File: src/rtl/pipeline_stall_controller_pkg.sv
// Shared types for the pipeline stall/flush sequencer.
// Provides the FSM state encoding, parameter defaults and the stage-control bundle.
// The freeze/normal helpers give the two baseline control patterns that events modify.
package pipeline_stall_controller_pkg;

    localparam int REG_W_DEF       = 5;
    localparam int CNT_W_DEF       = 16;
    localparam int MEM_TIMEOUT_DEF = 64;

    typedef enum logic [1:0] {
        ST_IDLE     = 2'd0,
        ST_RUN      = 2'd1,
        ST_MEM_WAIT = 2'd2,
        ST_ERROR    = 2'd3
    } state_e;

    // One enable/clear per pipeline register boundary.
    typedef struct packed {
        logic pc_write;
        logic if_id_write;
        logic if_id_flush;
        logic id_ex_bubble;
        logic ex_mem_write;
        logic mem_wb_bubble;
    } stage_ctrl_t;

    // Whole pipeline holds; MEM/WB gets a NOP so a held access does not retire twice.
    function automatic stage_ctrl_t ctrl_freeze();
        stage_ctrl_t c;
        c               = '0;
        c.mem_wb_bubble = 1'b1;
        return c;
    endfunction

    // Every stage advances, nothing squashed.
    function automatic stage_ctrl_t ctrl_normal();
        stage_ctrl_t c;
        c              = '0;
        c.pc_write     = 1'b1;
        c.if_id_write  = 1'b1;
        c.ex_mem_write = 1'b1;
        return c;
    endfunction

endpackage

File: src/rtl/pipeline_stall_controller_wait_timer.sv
// stall_wait_timer: counts consecutive data-memory wait cycles, flags when the limit is reached.
// Ports: clk_i/rst_i (async active-high), clr_i (priority) and inc_i controls, expired_o flag.
// Saturates at MEM_TIMEOUT so the count never wraps; expired_o is a pure decode of the count.
module stall_wait_timer #(
    parameter int MEM_TIMEOUT = 64
) (
    input  logic clk_i,
    input  logic rst_i,
    input  logic clr_i,
    input  logic inc_i,
    output logic expired_o
);

    localparam int TMR_W = $clog2(MEM_TIMEOUT + 1);
    localparam logic [TMR_W-1:0] LIMIT = TMR_W'(MEM_TIMEOUT);

    logic [TMR_W-1:0] count_q;
    logic [TMR_W-1:0] count_d;

    always_comb begin
        count_d = count_q;
        if (clr_i) begin
            count_d = '0;
        end else if (inc_i && (count_q != LIMIT)) begin
            count_d = count_q + TMR_W'(1);
        end
    end

    always_ff @(posedge clk_i or posedge rst_i) begin
        if (rst_i) begin
            count_q <= '0;
        end else begin
            count_q <= count_d;
        end
    end

    assign expired_o = (count_q == LIMIT);

endmodule

File: src/rtl/pipeline_stall_controller.sv
// Central stall/flush sequencer: merges memory wait, load-use interlock and taken-branch flush.
// Ports: start/hazard/branch/memory handshake in; PC and stage enables, timeout flag, stall count out.
// Stage controls are Mealy (state + current inputs); a hung memory traps into a sticky ERROR.
module pipeline_stall_controller
    import pipeline_stall_controller_pkg::*;
#(
    parameter int REG_W       = REG_W_DEF,
    parameter int CNT_W       = CNT_W_DEF,
    parameter int MEM_TIMEOUT = MEM_TIMEOUT_DEF
) (
    input  logic             clk_i,
    input  logic             rst_i,
    input  logic             start_i,
    input  logic             ex_memread_i,
    input  logic [REG_W-1:0] ex_rd_i,
    input  logic [REG_W-1:0] id_rs1_i,
    input  logic [REG_W-1:0] id_rs2_i,
    input  logic             id_br_taken_i,
    input  logic             mem_req_i,
    input  logic             mem_ready_i,
    output logic             pc_write_o,
    output logic             if_id_write_o,
    output logic             if_id_flush_o,
    output logic             id_ex_bubble_o,
    output logic             ex_mem_write_o,
    output logic             mem_wb_bubble_o,
    output logic             mem_timeout_o,
    output logic [CNT_W-1:0] stall_cnt_o
);

    state_e           state_q, state_d;
    logic             mem_timeout_q, mem_timeout_d;
    logic [CNT_W-1:0] stall_cnt_q, stall_cnt_d;
    stage_ctrl_t      ctrl;

    logic mem_stall;
    logic load_use;
    logic tmr_clr;
    logic tmr_inc;
    logic tmr_expired;

    assign mem_stall = mem_req_i && !mem_ready_i;
    // x0 is hardwired zero, so a load to it never creates a real dependency.
    assign load_use  = ex_memread_i && (ex_rd_i != '0) &&
                       ((ex_rd_i == id_rs1_i) || (ex_rd_i == id_rs2_i));

    // Timer sits at zero in RUN, so the increment on entry lands it at 1.
    assign tmr_inc = ((state_q == ST_RUN) && mem_stall) ||
                     ((state_q == ST_MEM_WAIT) && !mem_ready_i);
    assign tmr_clr = (state_q == ST_MEM_WAIT) ? mem_ready_i : !tmr_inc;

    stall_wait_timer #(
        .MEM_TIMEOUT (MEM_TIMEOUT)
    ) u_wait_timer (
        .clk_i     (clk_i),
        .rst_i     (rst_i),
        .clr_i     (tmr_clr),
        .inc_i     (tmr_inc),
        .expired_o (tmr_expired)
    );

    // State register.
    always_ff @(posedge clk_i or posedge rst_i) begin
        if (rst_i) begin
            state_q <= ST_IDLE;
        end else begin
            state_q <= state_d;
        end
    end

    // Next-state logic.
    always_comb begin
        state_d       = state_q;
        mem_timeout_d = mem_timeout_q;
        case (state_q)
            ST_IDLE: begin
                if (start_i) state_d = ST_RUN;
            end
            ST_RUN: begin
                if (mem_stall) state_d = ST_MEM_WAIT;
            end
            ST_MEM_WAIT: begin
                // mem_req_i is deliberately ignored here: once waiting, only ready releases.
                if (mem_ready_i) begin
                    state_d = ST_RUN;
                end else if (tmr_expired) begin
                    state_d       = ST_ERROR;
                    mem_timeout_d = 1'b1;
                end
            end
            default: state_d = ST_ERROR;
        endcase
    end

    // Output logic: priority mux over the baseline patterns.
    always_comb begin
        ctrl = ctrl_freeze();
        case (state_q)
            ST_RUN: begin
                if (!mem_stall) begin
                    ctrl = ctrl_normal();
                    if (load_use) begin
                        // Branch is not acted on here; it is re-presented after the bubble.
                        ctrl.pc_write     = 1'b0;
                        ctrl.if_id_write  = 1'b0;
                        ctrl.id_ex_bubble = 1'b1;
                    end else if (id_br_taken_i) begin
                        ctrl.if_id_flush = 1'b1;
                    end
                end
            end
            ST_MEM_WAIT: begin
                // Release cycle only advances; hazards are evaluated from the next cycle on.
                if (mem_ready_i) ctrl = ctrl_normal();
            end
            default: ctrl = ctrl_freeze();
        endcase
    end

    always_comb begin
        stall_cnt_d = stall_cnt_q;
        if (((state_q == ST_RUN) || (state_q == ST_MEM_WAIT)) && !ctrl.pc_write &&
            (stall_cnt_q != '1)) begin
            stall_cnt_d = stall_cnt_q + CNT_W'(1);
        end
    end

    always_ff @(posedge clk_i or posedge rst_i) begin
        if (rst_i) begin
            mem_timeout_q <= 1'b0;
            stall_cnt_q   <= '0;
        end else begin
            mem_timeout_q <= mem_timeout_d;
            stall_cnt_q   <= stall_cnt_d;
        end
    end

    assign pc_write_o      = ctrl.pc_write;
    assign if_id_write_o   = ctrl.if_id_write;
    assign if_id_flush_o   = ctrl.if_id_flush;
    assign id_ex_bubble_o  = ctrl.id_ex_bubble;
    assign ex_mem_write_o  = ctrl.ex_mem_write;
    assign mem_wb_bubble_o = ctrl.mem_wb_bubble;
    assign mem_timeout_o   = mem_timeout_q;
    assign stall_cnt_o     = stall_cnt_q;

endmodule

File: config.mk
export PLATFORM = sky130hd
export DESIGN_NAME = pipeline_stall_controller
export DESIGN_NICKNAME = d
export VERILOG_FILES = /design/src/rtl/pipeline_stall_controller_pkg.sv /design/src/rtl/pipeline_stall_controller_wait_timer.sv /design/src/rtl/pipeline_stall_controller.sv
export SDC_FILE = /design/constraint.sdc
export NUM_CORES = 1
export LEC_CHECK = 0
export ABC_AREA = 1
export CORE_ASPECT_RATIO = 1.25
export CORE_MARGIN = 1.5
export CORE_UTILIZATION = 40
export DETAILED_ROUTE_END_ITERATION = 10
export PLACE_DENSITY = 0.76
export SETUP_SLACK_MARGIN = 0.02
export SLEW_MARGIN = 40
export SYNTH_ARGS = -nofsm -noshare
export SYNTH_HDL_FRONTEND = slang
export SYNTH_SLANG_ARGS = --single-unit
File: constraint.sdc
create_clock -name clk_i -period 2.1 [get_ports clk_i]
set_input_delay 0.42 -clock clk_i [delete_from_list [all_inputs] [get_ports clk_i]]
set_output_delay 0.42 -clock clk_i [all_outputs]
set_load 0.02 [all_outputs]
==> impl_metrics.ini, run 1 <==
[synthesis]
netlist_area_sq_mm = 0.00185
yosys_warnings = 0
synth-seq-cells = 26
netlist_instances = 258
synth_cell_types = 32
postSynthAreaPerCell_sq_um = 7.18
ys_seq_area_share_pct = 35.1
synth.net_count = 287

[finish]
n_antenna_cell = 0
seqCellArea_sq_um = 651
final_cell_mix = nand2_1 (84), dfrtp_1 (26), inv_1 (25)
fill_cells = 414
drive_above_1_share_pct = 16.7
syn_to_final_growth_pct = 37.9
finalNonFillerCells = 376
multi_input_area_sq_mm = 0.00105
layout_commonest_cell = nand2_1
fin_nets = 348

[worst_setup_path]
rrSetupSlack_ns = 0.20
critPathMaxStageDelay_ns = 0.41
required_ns = 1.68
crit_slowest_cell = dfrtp_1
crit_type = register to primary output
crit_fanout = 3
crit_chain = inv_1 > ha_2 > nand2_1 > o21ai_2 > and2_4 > nand2_1 > inv_2 > buf_6
path_buf_inv = 3
cp-end-kind = primary output
cp.arrival_ns = 1.58
cp-start-kind = register
crit_top_cell = nand2_1
cpLargestDelayFamily = flip-flops

[power]
power.switching_w = 0.00105
p_seq_share_pct = 26.7
ir_worst_vdd_uv = 895
p_int_w = 0.00143
swShare_pct = 42.4
power.density_mw_per_mm2 = 973
combinationalPowerShare_pct = 56.2
clkPwrFrac_pct = 17.1
p_leak_nw = 1.34

[timing]
hold_viol_final = 0
slew_violations = 0
period_share_pct = 95.2
rsz0062_at_grt = no
worst-slew-pin-transition_ns = 0.451
max_slew_margin_pct = 69.7
setup_viol = 0
skew_ns = 0.0114
fin_crit_ns = 2.00
whs_ns = 0.480
worst_slack_ns = 0.101
timing.fmax_mhz = 500

[clock_network]
htreeDepth = 1
path_clk_slew_ns = 0.10
clock_latency_ns = 0.28
cts_sinks = 26
clock_path_buffers = 2
numCtsBuffers = 3
tritoncts = yes
clk_root_buffer_cell = clkbuf_8

[place]
gp_congestion = 0.874
io_buffers = 44
dp_hpwl_um = 3180
dp_slack_ns = -0.529
dp.cells = 370

[floorplan]
core_area_sq_mm = 0.00443
rows = 27
die_area_sq_mm = 0.00505
initial_core_util_pct = 41.8
die_h_um = 79.1
pin_count = 45
die_w_um = 63.9

[global_routing]
grt_pass1_wl_um = 7110
grt_max_degree = 27
gr-total-overflow = 0
grt_usage_pct = 17.3
antenna_found_initial = 0
first_global_vias = 1697

[hold_path]
min-delay-path-class = primary input to asynchronous set/reset pin

[status]
status = finished clean

[routing]
drtAntennaViolNets = 0
routed_wl_um = 4250
drtIter0Drc = 53
drcViolationCount = 0
via_per_inst = 4.88
dr.pass1.iters = 6
wire_per_inst_um = 11.3
vias = 1835

[job]
drv_cap = 0
[worst reg2reg max path: stages, from the launching register on]
cell	delay [ns]
dfrtp_1	0.42
ha_1	0.23
nand3_2	0.13
nor2_4	0.15
nand2_2	0.11
nor2_8	0.14
nand4_4	0.24
nand3_4	0.30
nand2_1	0.08
nand2_1	0.06
[synthesized netlist by cell type]
| cell type | n | share of area [%] |
|---|---|---|
| dfrtp_1 | 26 | 35 |
| nand3b_1 | 1 | 0.41 |
| ha_1 | 7 | 4.7 |
| o21bai_1 | 1 | 0.41 |
| xor2_1 | 8 | 3.8 |
| nor4_1 | 1 | 0.34 |
| inv_1 | 27 | 5.5 |
| nand4_1 | 19 | 6.4 |
| o21ai_0 | 7 | 1.9 |
| nand3_1 | 12 | 3.2 |
| clkinv_1 | 1 | 0.20 |
| buf_2 | 2 | 0.54 |
| nor2_8 | 1 | 1.1 |
| nor2_4 | 1 | 0.61 |
| nor2_1 | 20 | 4.1 |
| inv_2 | 7 | 1.4 |
| nand3_2 | 2 | 1.1 |
| and2_1 | 1 | 0.34 |
| nand2_4 | 1 | 0.61 |
| nor3_1 | 5 | 1.4 |
| a21oi_1 | 5 | 1.4 |
| o21ai_1 | 2 | 0.54 |
| clkbuf_1 | 2 | 0.41 |
| o22ai_1 | 1 | 0.34 |
| and3_1 | 1 | 0.34 |
| nand2_1 | 85 | 17 |
| nand4_4 | 1 | 1.1 |
| buf_6 | 1 | 0.61 |
| xnor2_1 | 6 | 2.8 |
| nand3_4 | 1 | 0.95 |
| nand2_2 | 1 | 0.34 |
| buf_4 | 2 | 0.81 |
[path summary, 6_finish.rpt]
| path | from | end | depth (start not counted) |
|---|---|---|---|
| max | state_q[0]$_DFFE_PP0P_ | pc_write_o | 8 |
| min | rst_i | u_wait_timer.count_q[4]$_DFFE_PP0P_ | 3 |
| max reg2reg | stall_cnt_o[0]$_DFFE_PP0P_ | stall_cnt_o[2]$_DFFE_PP0P_ | 9 |
| min reg2reg | mem_timeout_o$_DFFE_PP0P_ | mem_timeout_o$_DFFE_PP0P_ | 1 |
| max in group asynchronous | rst_i | stall_cnt_o[2]$_DFFE_PP0P_ | 3 |
| min in group clk_i | mem_timeout_o$_DFFE_PP0P_ | mem_timeout_o$_DFFE_PP0P_ | 1 |
[registers in the layout (all words and copies together) (netlist names)]
signal,flops
mem_timeout_o,1
stall_cnt_o,16
state_q,2
u_wait_timer.count_q,7
[per-stage QoR]
step	cell area [sq um]	total power [W]	utilization (%)	setup TNS, ns
after detailed placement	2460	0.00204	55.6	-3.99
after global routing	2550	0.00266	57.7	0
after global placement	2460	0.00203	55.6	-3.73
after CTS	2500	0.00243	56.6	0
final	2550	0.00248	57.7	0
after floorplan	1850	0.00149	-	0
[cell type report]
cell class                      instances  share of cell area, %
Sequential cell                        26                   25.5
Tap cell                               58                   2.84
Timing Repair Buffer                   63                   22.8
Multi-Input combinational cell        190                   41.0
Clock inverter                          1                   1.18
Clock buffer                            3                   1.62
Inverter                               35                   5.14
[kinds of logic (layout without fill, tap and decap cells)]
| logic type | after synthesis | after routing | synth area share (%) |
|---|---|---|---|
| adder cells (fa/ha/maj) | 7 | 7 | 4.73 |
| buffers and inverters | 42 | 102 | 9.46 |
| AO/OA/AOI/OAI | 16 | 16 | 4.53 |
| XOR/XNOR | 14 | 14 | 6.62 |
| AND/OR/NAND/NOR | 153 | 153 | 39.5 |
| flip-flops | 26 | 26 | 35.1 |
[repair_timing]
action	in CTS	in global routing
pin swaps	5	8
endpoints found under the setup margin	6	6
hold buffers	0	0
gates resized for setup	35	17
buffers inserted	0	2
[power groups by stage]
stage	Clock [W]	Combinational (W)	Sequential (W)
2_1_floorplan	0	0.000779	0.000708
3_3_place_gp	0	0.00136	0.000669
6_report	0.000426	0.00139	0.000663
5_1_grt	0.000463	0.00152	0.000679
4_1_cts	0.000433	0.00133	0.000661
3_5_place_dp	0	0.00137	0.000671
[per-layer routing]
layer  GRT usage (%)  routed length, um
met3            1.98                133
met2            32.0               2250
met1            20.2               1780
met4            6.09                 73
met5               0                  0
Note: power is estimated with default switching activity, not from simulation.
==> inputs of run 2 (changes only) <==
--- a/config.mk
+++ b/config.mk
@@ -9,10 +9,12 @@
 export CORE_ASPECT_RATIO = 1.25
 export CORE_MARGIN = 1.5
 export CORE_UTILIZATION = 40
+export CTS_BUF_LIST = sky130_fd_sc_hd__clkbuf_8
 export DETAILED_ROUTE_END_ITERATION = 10
 export PLACE_DENSITY = 0.76
+export RECOVER_POWER = 100
 export SETUP_SLACK_MARGIN = 0.02
-export SLEW_MARGIN = 40
+export SLEW_MARGIN = 20
 export SYNTH_ARGS = -nofsm -noshare
 export SYNTH_HDL_FRONTEND = slang
 export SYNTH_SLANG_ARGS = --single-unit
==> run 2 against run 1 <==
Compared with the run above:
- clock skew rose by 0.00058 ns
- maximum frequency barely moved
- via count fell by 0.38%
- register-to-register slack barely moved
- sequential power barely moved
- global-route usage did not move
- die area did not move
- sequential share of layout area rose by 0.063 points
- worst setup slack got worse by 0.0020 ns
- critical path depth did not move
- critical endpoint unchanged
- largest power group unchanged
==> impl_metrics.ini, run 2 (synthesis gave the netlist of run 1 again) <==
[status]
status = finished clean

[clock_network]
numCtsBuffers = 3
clk_root_buffer_cell = clkbuf_8
htreeDepth = 1
tritoncts = yes
cts_sinks = 26
path_clk_slew_ns = 0.09
clock_path_buffers = 2
clock_latency_ns = 0.28
cts_hold_buffers = 0

[finish]
syn_to_final_growth_pct = 37.6
fin_nets = 348
largest_reg_flops = 16
drive_above_1_share_pct = 16.4
layout_commonest_cell = nand2_1
final_cell_mix = nand2_1 (84), dfrtp_1 (26), inv_1 (25)
n_antenna_cell = 0
finalNonFillerCells = 376

[place]
io_buffers = 44
gp_congestion = 0.874
dp_hpwl_um = 3180
dp.cells = 370

[hold_path]
min-delay-path-class = register to register
worstHoldEndpoint = mem_timeout_o$_DFFE_PP0P_
hold_start = mem_timeout_o$_DFFE_PP0P_
min_path_cells = 1

[floorplan]
initial_core_util_pct = 41.8
core_area_sq_mm = 0.00443
die_w_um = 63.9
die_area_sq_mm = 0.00505
rows = 27
die_h_um = 79.1
pin_count = 45

[routing]
routed-wl-met2_um = 2240
dr.pass1.iters = 4
via_per_inst = 4.86
vias = 1828
routed_wl_um = 4220
wire_per_inst_um = 11.2
drtIter0Drc = 52
wl_met3_um = 113
drt-met1-wl_um = 1790
top_layer = met4
drtAntennaViolNets = 0
drcViolationCount = 0

[power]
p_leak_nw = 1.39
power.density_mw_per_mm2 = 964
ir_worst_vdd_uv = 863
p_total_w = 0.00245

[global_routing]
grt_pass1_wl_um = 7110
grt_max_degree = 27
grt_usage_pct = 17.3
antenna_found_initial = 0
gr-total-overflow = 0
first_global_vias = 1697

[timing]
fin_crit_ns = 2.00
max_slew_margin_pct = 55.9
setup_viol = 0
skew_ns = 0.0119
slew_violations = 0
period_share_pct = 95.3
worst-slew-pin-transition_ns = 0.662
rsz0062_at_grt = no
timing.fmax_mhz = 500
hold_viol_final = 0

[worst_setup_path]
critPathMaxStageDelay_ns = 0.41
cp-start-kind = register
rr_endpoint = stall_cnt_o[2]$_DFFE_PP0P_
crit_fanout = 3
crit_top_cell = nand2_1
rrSetupSlack_ns = 0.21
crit_chain = inv_1 > ha_2 > nand2_1 > o21ai_2 > and2_4 > nand2_1 > inv_2 > buf_6
crit_start = state_q[0]$_DFFE_PP0P_
reg2reg_depth = 9
cp-end-kind = primary output
required_ns = 1.68
crit_slowest_cell = dfrtp_1
crit_type = register to primary output
cp.arrival_ns = 1.58
r2r_start = stall_cnt_o[0]$_DFFE_PP0P_

[job]
drv_cap = 0
==> run 2: cell types whose count changed in the layout (fill, tap and decap cells not counted), sizes merged <==
cell	previous run	this run
clkdlybuf4s50	24	6
buf	25	18
dlygate4sd3	0	18
clkbuf	3	10
==> run 2: area by class of cell <==
type                    count  area (sq um)
fillers                   417          1880
multi-input cells         190          1050
clock buffers               3          41.3
clock inverters             1          30.0
well taps                  58          72.6
inverters                  35           131
flip-flops and latches     26           651
repair buffers             63           576
==> run 2: where the power goes <==
group,leakage (nW),total [W],internal [W],switching [W]
sequential,0.352,0.000661,0.000579,0.0000827
combinational,1.00,0.00137,0.000571,0.000796
clock,0.0357,0.000426,0.000256,0.000171
==> run 2: critical path: cells and delay by family (launching register included) <==
family / cells / cell delay [ns]
and+or+nand+nor: 3 / 0.31
buffers and inverters: 3 / 0.30
adders and majority gates: 1 / 0.20
AOI/OAI and AO/OA: 1 / 0.08
DFF: 1 / 0.41
==> run 2: routing by layer <==
layer / vias to the layer above / track usage (%)
met2: 27 / 32.0
met3: 7 / 1.98
met4: 0 / 6.09
li1: 947 / -
met1: 847 / 20.2
met5: - / 0
==> run 2: repair_timing <==
action	4_1_cts	5_1_grt
setup endpoints to repair	6	6
buffers inserted	0	2
pin swaps	5	8
gates cloned	0	0
hold endpoints to repair	0	0
resized for setup	35	17
==> run 2: how the worst max path moves through the flow <==
| stage | end | slack, ns | cells past startpoint |
|---|---|---|---|
| after floorplan | pc_write_o | 0.07 | 8 |
| after global placement | id_ex_bubble_o | -0.52 | 10 |
| after detailed placement | id_ex_bubble_o | -0.53 | 10 |
| after CTS | pc_write_o | 0.02 | 11 |
| after global routing | pc_write_o | 0.004 | 8 |
| final | pc_write_o | 0.1 | 8 |
==> run 2: through the flow <==
| step | area, sq um | hold WS [ns] | TNS, ns | utilization [%] | setup slack, ns |
|---|---|---|---|---|---|
| CTS | 2500 | 0.491 | 0 | 56.6 | 0.0228 |
| detailed placement | 2460 | 0.467 | -3.99 | 55.6 | -0.529 |
| global route | 2550 | 0.517 | 0 | 57.6 | 0.00401 |
| floorplan | 1850 | 0.460 | 0 | - | 0.0715 |
| global placement | 2460 | 0.459 | -3.73 | 55.6 | -0.520 |
| finish | 2550 | 0.486 | 0 | 57.6 | 0.0993 |
==> inputs of run 3 (changes only) <==
==> constraint.sdc (replaced) <==
create_clock -name clk_i -period 2.42 [get_ports clk_i]
set_input_delay 0.484 -clock clk_i [delete_from_list [all_inputs] [get_ports clk_i]]
set_output_delay 0.484 -clock clk_i [all_outputs]
set_load 0.02 [all_outputs]
==> run 3 against run 2 <==
Compared with the run above:
- count of clock-buffer cells in the layout unchanged
- non-clock buffer count decreased by 7
- core utilization decreased by 2.9 points
- clock power is 42% lower
- flip-flop and latch count unchanged
- first-iteration DRC count down 21%
- clock skew down 0.0065 ns
- final area decreased by 5.1%
- sequential power shrank 13%
- critical endpoint is now mem_wb_bubble_o
- largest cell class unchanged
==> impl_metrics.ini, run 3 (synthesis gave the netlist of run 1 again) <==
[worst_setup_path]
crit_start = mem_ready_i
critPathMaxStageDelay_ns = 0.49
crit_slowest_cell = clkdlybuf4s50_1
rr_endpoint = stall_cnt_o[13]$_DFFE_PP0P_
r2r_start = stall_cnt_o[0]$_DFFE_PP0P_
crit_type = primary input to primary output
required_ns = 1.94
rrSetupSlack_ns = 0.50
crit_top_cell = nand2_1
reg2reg_depth = 9
cp.arrival_ns = 1.80
crit_fanout = 3
cp-end-kind = primary output
cp-start-kind = primary input
crit_chain = clkdlybuf4s50_1 > inv_2 > nand2_1 > inv_1 > clkbuf_4 > nand2_1 > nand2_1 > inv_1 > nand2_1 > dlygate4sd2_1

[global_routing]
met1_usage_pct = 21.0
grt-busiest-layer = met2
grt_use_met2_pct = 32.9
gr-total-overflow = 0
grt_pass1_wl_um = 7310
first_global_vias = 1688
grt_usage_pct = 17.8
antenna_found_initial = 0
use_met3_pct = 1.98
grt_max_degree = 27

[routing]
drcViolationCount = 0
wire_per_inst_um = 11.5
dr.pass1.iters = 4
drtIter0Drc = 41
drtAntennaViolNets = 0
via_per_inst = 4.82
routed_wl_um = 4240
vias = 1775

[finish]
finalInstanceArea_sq_mm = 0.00242
final_cell_mix = nand2_1 (85), inv_1 (28), dfrtp_1 (26)
drive_above_1_share_pct = 9.03
n_antenna_cell = 0
syn_to_final_growth_pct = 30.6
largest_reg_flops = 16
fin_nets = 341
layout_commonest_cell = nand2_1

[clock_network]
cts_sinks = 26
clk_root_buffer_cell = clkbuf_8
tritoncts = yes
cts_hold_buffers = 0
numCtsBuffers = 3
clock_path_buffers = 2
clock_latency_ns = 0.27
path_clk_slew_ns = 0.09
htreeDepth = 1

[timing]
setup_viol = 0
max_slew_margin_pct = 7.69
worst-slew-pin-transition_ns = 1.38
timing.fmax_mhz = 437
skew_ns = 0.00546
finalSetupTns_ns = 0
slew_violations = 0
whs_ns = 0.480
period_share_pct = 94.5
rsz0062_at_grt = no
fin_crit_ns = 2.29
hold_viol_final = 0
worst_slack_ns = 0.132

[power]
p_total_w = 0.00185
p_leak_nw = 1.31
ir_worst_vdd_uv = 602
power.density_mw_per_mm2 = 765

[floorplan]
initial_core_util_pct = 41.8
die_w_um = 63.9
core_area_sq_mm = 0.00443
die_area_sq_mm = 0.00505
rows = 27
pin_count = 45
die_h_um = 79.1

[hold_path]
min-delay-path-class = register to register
hold_start = mem_timeout_o$_DFFE_PP0P_
min_path_cells = 1
worstHoldEndpoint = mem_timeout_o$_DFFE_PP0P_

[place]
dp_slack_ns = -0.338
postPlaceCellArea_sq_mm = 0.00242
dp_hpwl_um = 3260
gp_congestion = 0.889
io_buffers = 44

[status]
status = finished clean

[job]
drv_cap = 0
-- run 3: through the flow --
step                utilization [%]  std cells
CTS                            55.7        368
floorplan                         -        258
detailed placement             54.8        365
finish                         54.7        368
global placement               54.8        365
global route                   54.7        368
-- run 3: cell type report --
| type | instances | area (sq um) |
|---|---|---|
| Fill cell | 435 | 2010 |
| Multi-Input combinational cell | 190 | 1020 |
| Sequential cell | 26 | 651 |
| Timing Repair Buffer | 56 | 502 |
| Inverter | 35 | 131 |
| Tap cell | 58 | 72.6 |
| Clock buffer | 3 | 41.3 |
-- run 3: how the worst max path moves through the flow --
stage,to,slack (ns)
CTS,pc_write_o,0.04
finish,mem_wb_bubble_o,0.13
detailed placement,id_ex_bubble_o,-0.34
global placement,id_ex_bubble_o,-0.32
floorplan,pc_write_o,0.33
global route,ex_mem_write_o,0.03
-- run 3: where the power goes --
| part | switching [W] | internal, W | total (W) |
|---|---|---|---|
| Combinational | 0.000651 | 0.000375 | 0.00103 |
| Sequential | 0.0000737 | 0.000502 | 0.000576 |
| Clock | 0.000136 | 0.000112 | 0.000248 |
| Total | 0.000861 | 0.000989 | 0.00185 |
-- run 3: critical path: cells and delay by family --
family	cells	cell delay [ns]
buffers and inverters	6	1.11
and+or+nand+nor	4	0.21
-- run 3: repair_timing --
action	CTS	global route
buffers inserted	0	0
hold endpoints to repair	0	0
cloned	0	0
pin swaps	0	0
gates resized for setup	14	9
endpoints found under the setup margin	6	4
-- run 3: metal layers --
metal / up-vias / part of all wire, %
met3: 6 / 2.4
met5: - / 0
li1: 930 / -
met2: 24 / 53
met4: 0 / 1.7
met1: 815 / 43
==> RTL edit, RTL diff (config.mk and constraints of run 1) <==
Re-encode `state_e` (4 states) as one-hot, 4 bits wide.
--- a/src/rtl/pipeline_stall_controller_pkg.sv
+++ b/src/rtl/pipeline_stall_controller_pkg.sv
@@ -8,9 +8,9 @@
     localparam int MEM_TIMEOUT_DEF = 64;
 
-    typedef enum logic [1:0] {
-        ST_IDLE     = 2'd0,
-        ST_RUN      = 2'd1,
-        ST_MEM_WAIT = 2'd2,
-        ST_ERROR    = 2'd3
+    typedef enum logic [3:0] {
+        ST_IDLE     = 4'b0001,
+        ST_RUN      = 4'b0010,
+        ST_MEM_WAIT = 4'b0100,
+        ST_ERROR    = 4'b1000
     } state_e;
 
Behaviour: no difference found for any inputs over 10 cycles, from zero or initial values and one cycle with rst_i high; not proved beyond that.
==> RTL edit against run 1 <==
- sequential cell count increased by 2
- setup slack got worse by 0.023 ns
- synthesized area increased by 2.0%
- die area increased by 1.9%
- design area decreased by 2.4%
- wire length increased by 1.9%
- sequential share of layout area increased by 2.7 points
Power is not compared: it rests on default switching activity, and its combinational part moved more than twofold at a synthesized area within 25%.
==> RTL edit: results (changes against run 1) <==
stage,metric,value,unit,change
run_status,outcome,completed,,
grt,track_usage,18.99,%,+1.7 points
grt,grt_pass1_wl,7.803,mm,+9.7%
sta,skew,0.005112,ns,-0.006239 ns
cts,htreeDepth,1,,unchanged
min_path,hold_depth,1,,
route,vias,1867,,+1.7%
placed_design,post-dp-hpwl,3.309,mm,+4.2%
setup_path,critPathArrivalTime,1.60,ns,+0.02 ns
setup_path,r2r_cells,11,,+2
grt,grt_max_degree,29,,+7.4%
finish,fillers,463,,+12%
route,wl,4.327,mm,+1.9%
finish,layout.nets,351,,+0.86%
cts,clk_transition_reported_paths,0.10,ns,about the same
yosys,yosysWarnings,0,,unchanged
finish,antennaDiodeCount,0,,unchanged
min_path,hp-class,flop to flop,,
cts,root_buffer,clkbuf_8,,
route,post_drt_wl_per_cell,11.30,um,about the same
cts,clk-insertion-delay-late,0.28,ns,about the same
sta,tightest_slew,0.3650,ns,-0.08630 ns
setup_path,crit_fanout,4,,+1
pwr,internal-power,0.7293,mW,
cts,cts_buffer_depth,2,,unchanged
finish,layout-drive-gt1-share,9.846,%,-6.8 points
yosys,syn_nets,299,,+4.2%
cts,cts_buffers,3,,unchanged
yosys,async_reset_ff_share,100.0,%,unchanged
route,first_iter_violations,104,,+96%
yosys,synth_flop_cell,dfrtp_1,,
pwr,ir_drop,0.2245,mV,
yosys,yosysSeqAreaShare,37.18,%,+2.0 points
yosys,synth_common_cells,"nand2_1, inv_1, dfrtp_1, nor2_1, nand4_1",,
placed_design,placed_cells,379,,+2.4%
placed_design,gp_congestion,0.8444,,-3.4%
cts,cts_setup_buffers,0,,unchanged
pwr,p_leak,1.316,nW,
grt,grt_pass1_vias,1885,,+11%
yosys,synth.area.top_cells,"dfrtp_1, nand2_1, inv_1",,
finish,largest_register_ff_count,16,,unchanged
yosys,syn_avg_cell_area,6.891,um2,-4.0%
route,dr.pass1.iters,4,,-2
grt,antenna_found_initial,0,,unchanged
placed_design,dpl-instance-area,0.002425,mm2,-1.5%
placed_design,io_buffers,44,,unchanged
yosys,synth_area,0.001888,mm2,+2.0%
yosys,synth_cell_types,29,,-9.4%
## RTL edit: power by group through the flow
stage	combinational (mW)	sequential, mW	clock (mW)
2_1_floorplan	0.0388	0.560	0
3_3_place_gp	0.104	0.557	0
3_5_place_dp	0.105	0.557	0
4_1_cts	0.101	0.546	0.317
5_1_grt	0.113	0.547	0.338
6_report	0.0992	0.546	0.309
## RTL edit: final cells by class
type	instances	area, um2	share of cell area (%)
clock buffers	4	45.04	1.807
repair buffers	52	498.0	19.98
inverters	48	180.2	7.229
multi-input cells	193	994.7	39.91
well taps	58	72.57	2.912
flip-flops and latches	28	701.9	28.16
## RTL edit: worst paths after layout
check                      slack (ns)               to           start
setup / recovery                 0.08  mem_wb_bubble_o      state_q[0]
hold / removal                   0.49    mem_timeout_o   mem_timeout_o
setup reg to reg                 0.20   stall_cnt_o[5]  stall_cnt_o[0]
hold reg to reg                  0.49    mem_timeout_o   mem_timeout_o
max in group asynchronous        1.29       state_q[0]           rst_i
min in group asynchronous        0.50  stall_cnt_o[13]           rst_i
## RTL edit: per-stage QoR
stage | hold WS (ns) | setup WS [ns]
2_1_floorplan | 0.4566 | 0.03315
3_3_place_gp | 0.4680 | -0.4949
3_5_place_dp | 0.4609 | -0.5194
4_1_cts | 0.4966 | 0.01009
5_1_grt | 0.5313 | 0.003586
6_report | 0.4925 | 0.07867
## RTL edit: repair_timing
action	in CTS	in global routing
setup endpoints to repair	6	21
endpoints found under the hold margin	0	0
resized for setup	37	10
pin swaps	6	7
## RTL edit: routing by layer
layer | up-vias | GRT usage (%) | share of wire (%)
li1 | 962 | - | -
met3 | 5 | 2.398 | 4.0
met4 | 0 | 6.809 | 1.6
met2 | 44 | 36.15 | 53
met1 | 856 | 21.38 | 42
met5 | - | 0 | 0
## RTL edit: logic make-up after synthesis
group | synth area share (%)
compound gates | 4.308
xor+xnor | 6.031
fa+ha+maj | 1.988
buf+inv | 11.46
flops | 37.18
simple gates | 39.03
## RTL edit: worst max-delay path: stages (launching register included)
cell and delay, ns:
dfstp_2 0.56, inv_1 0.05, nand4_1 0.09, inv_1 0.10
nand2_4 0.11, nand2_1 0.08, inv_1 0.07, clkdlybuf4s15_2 0.26
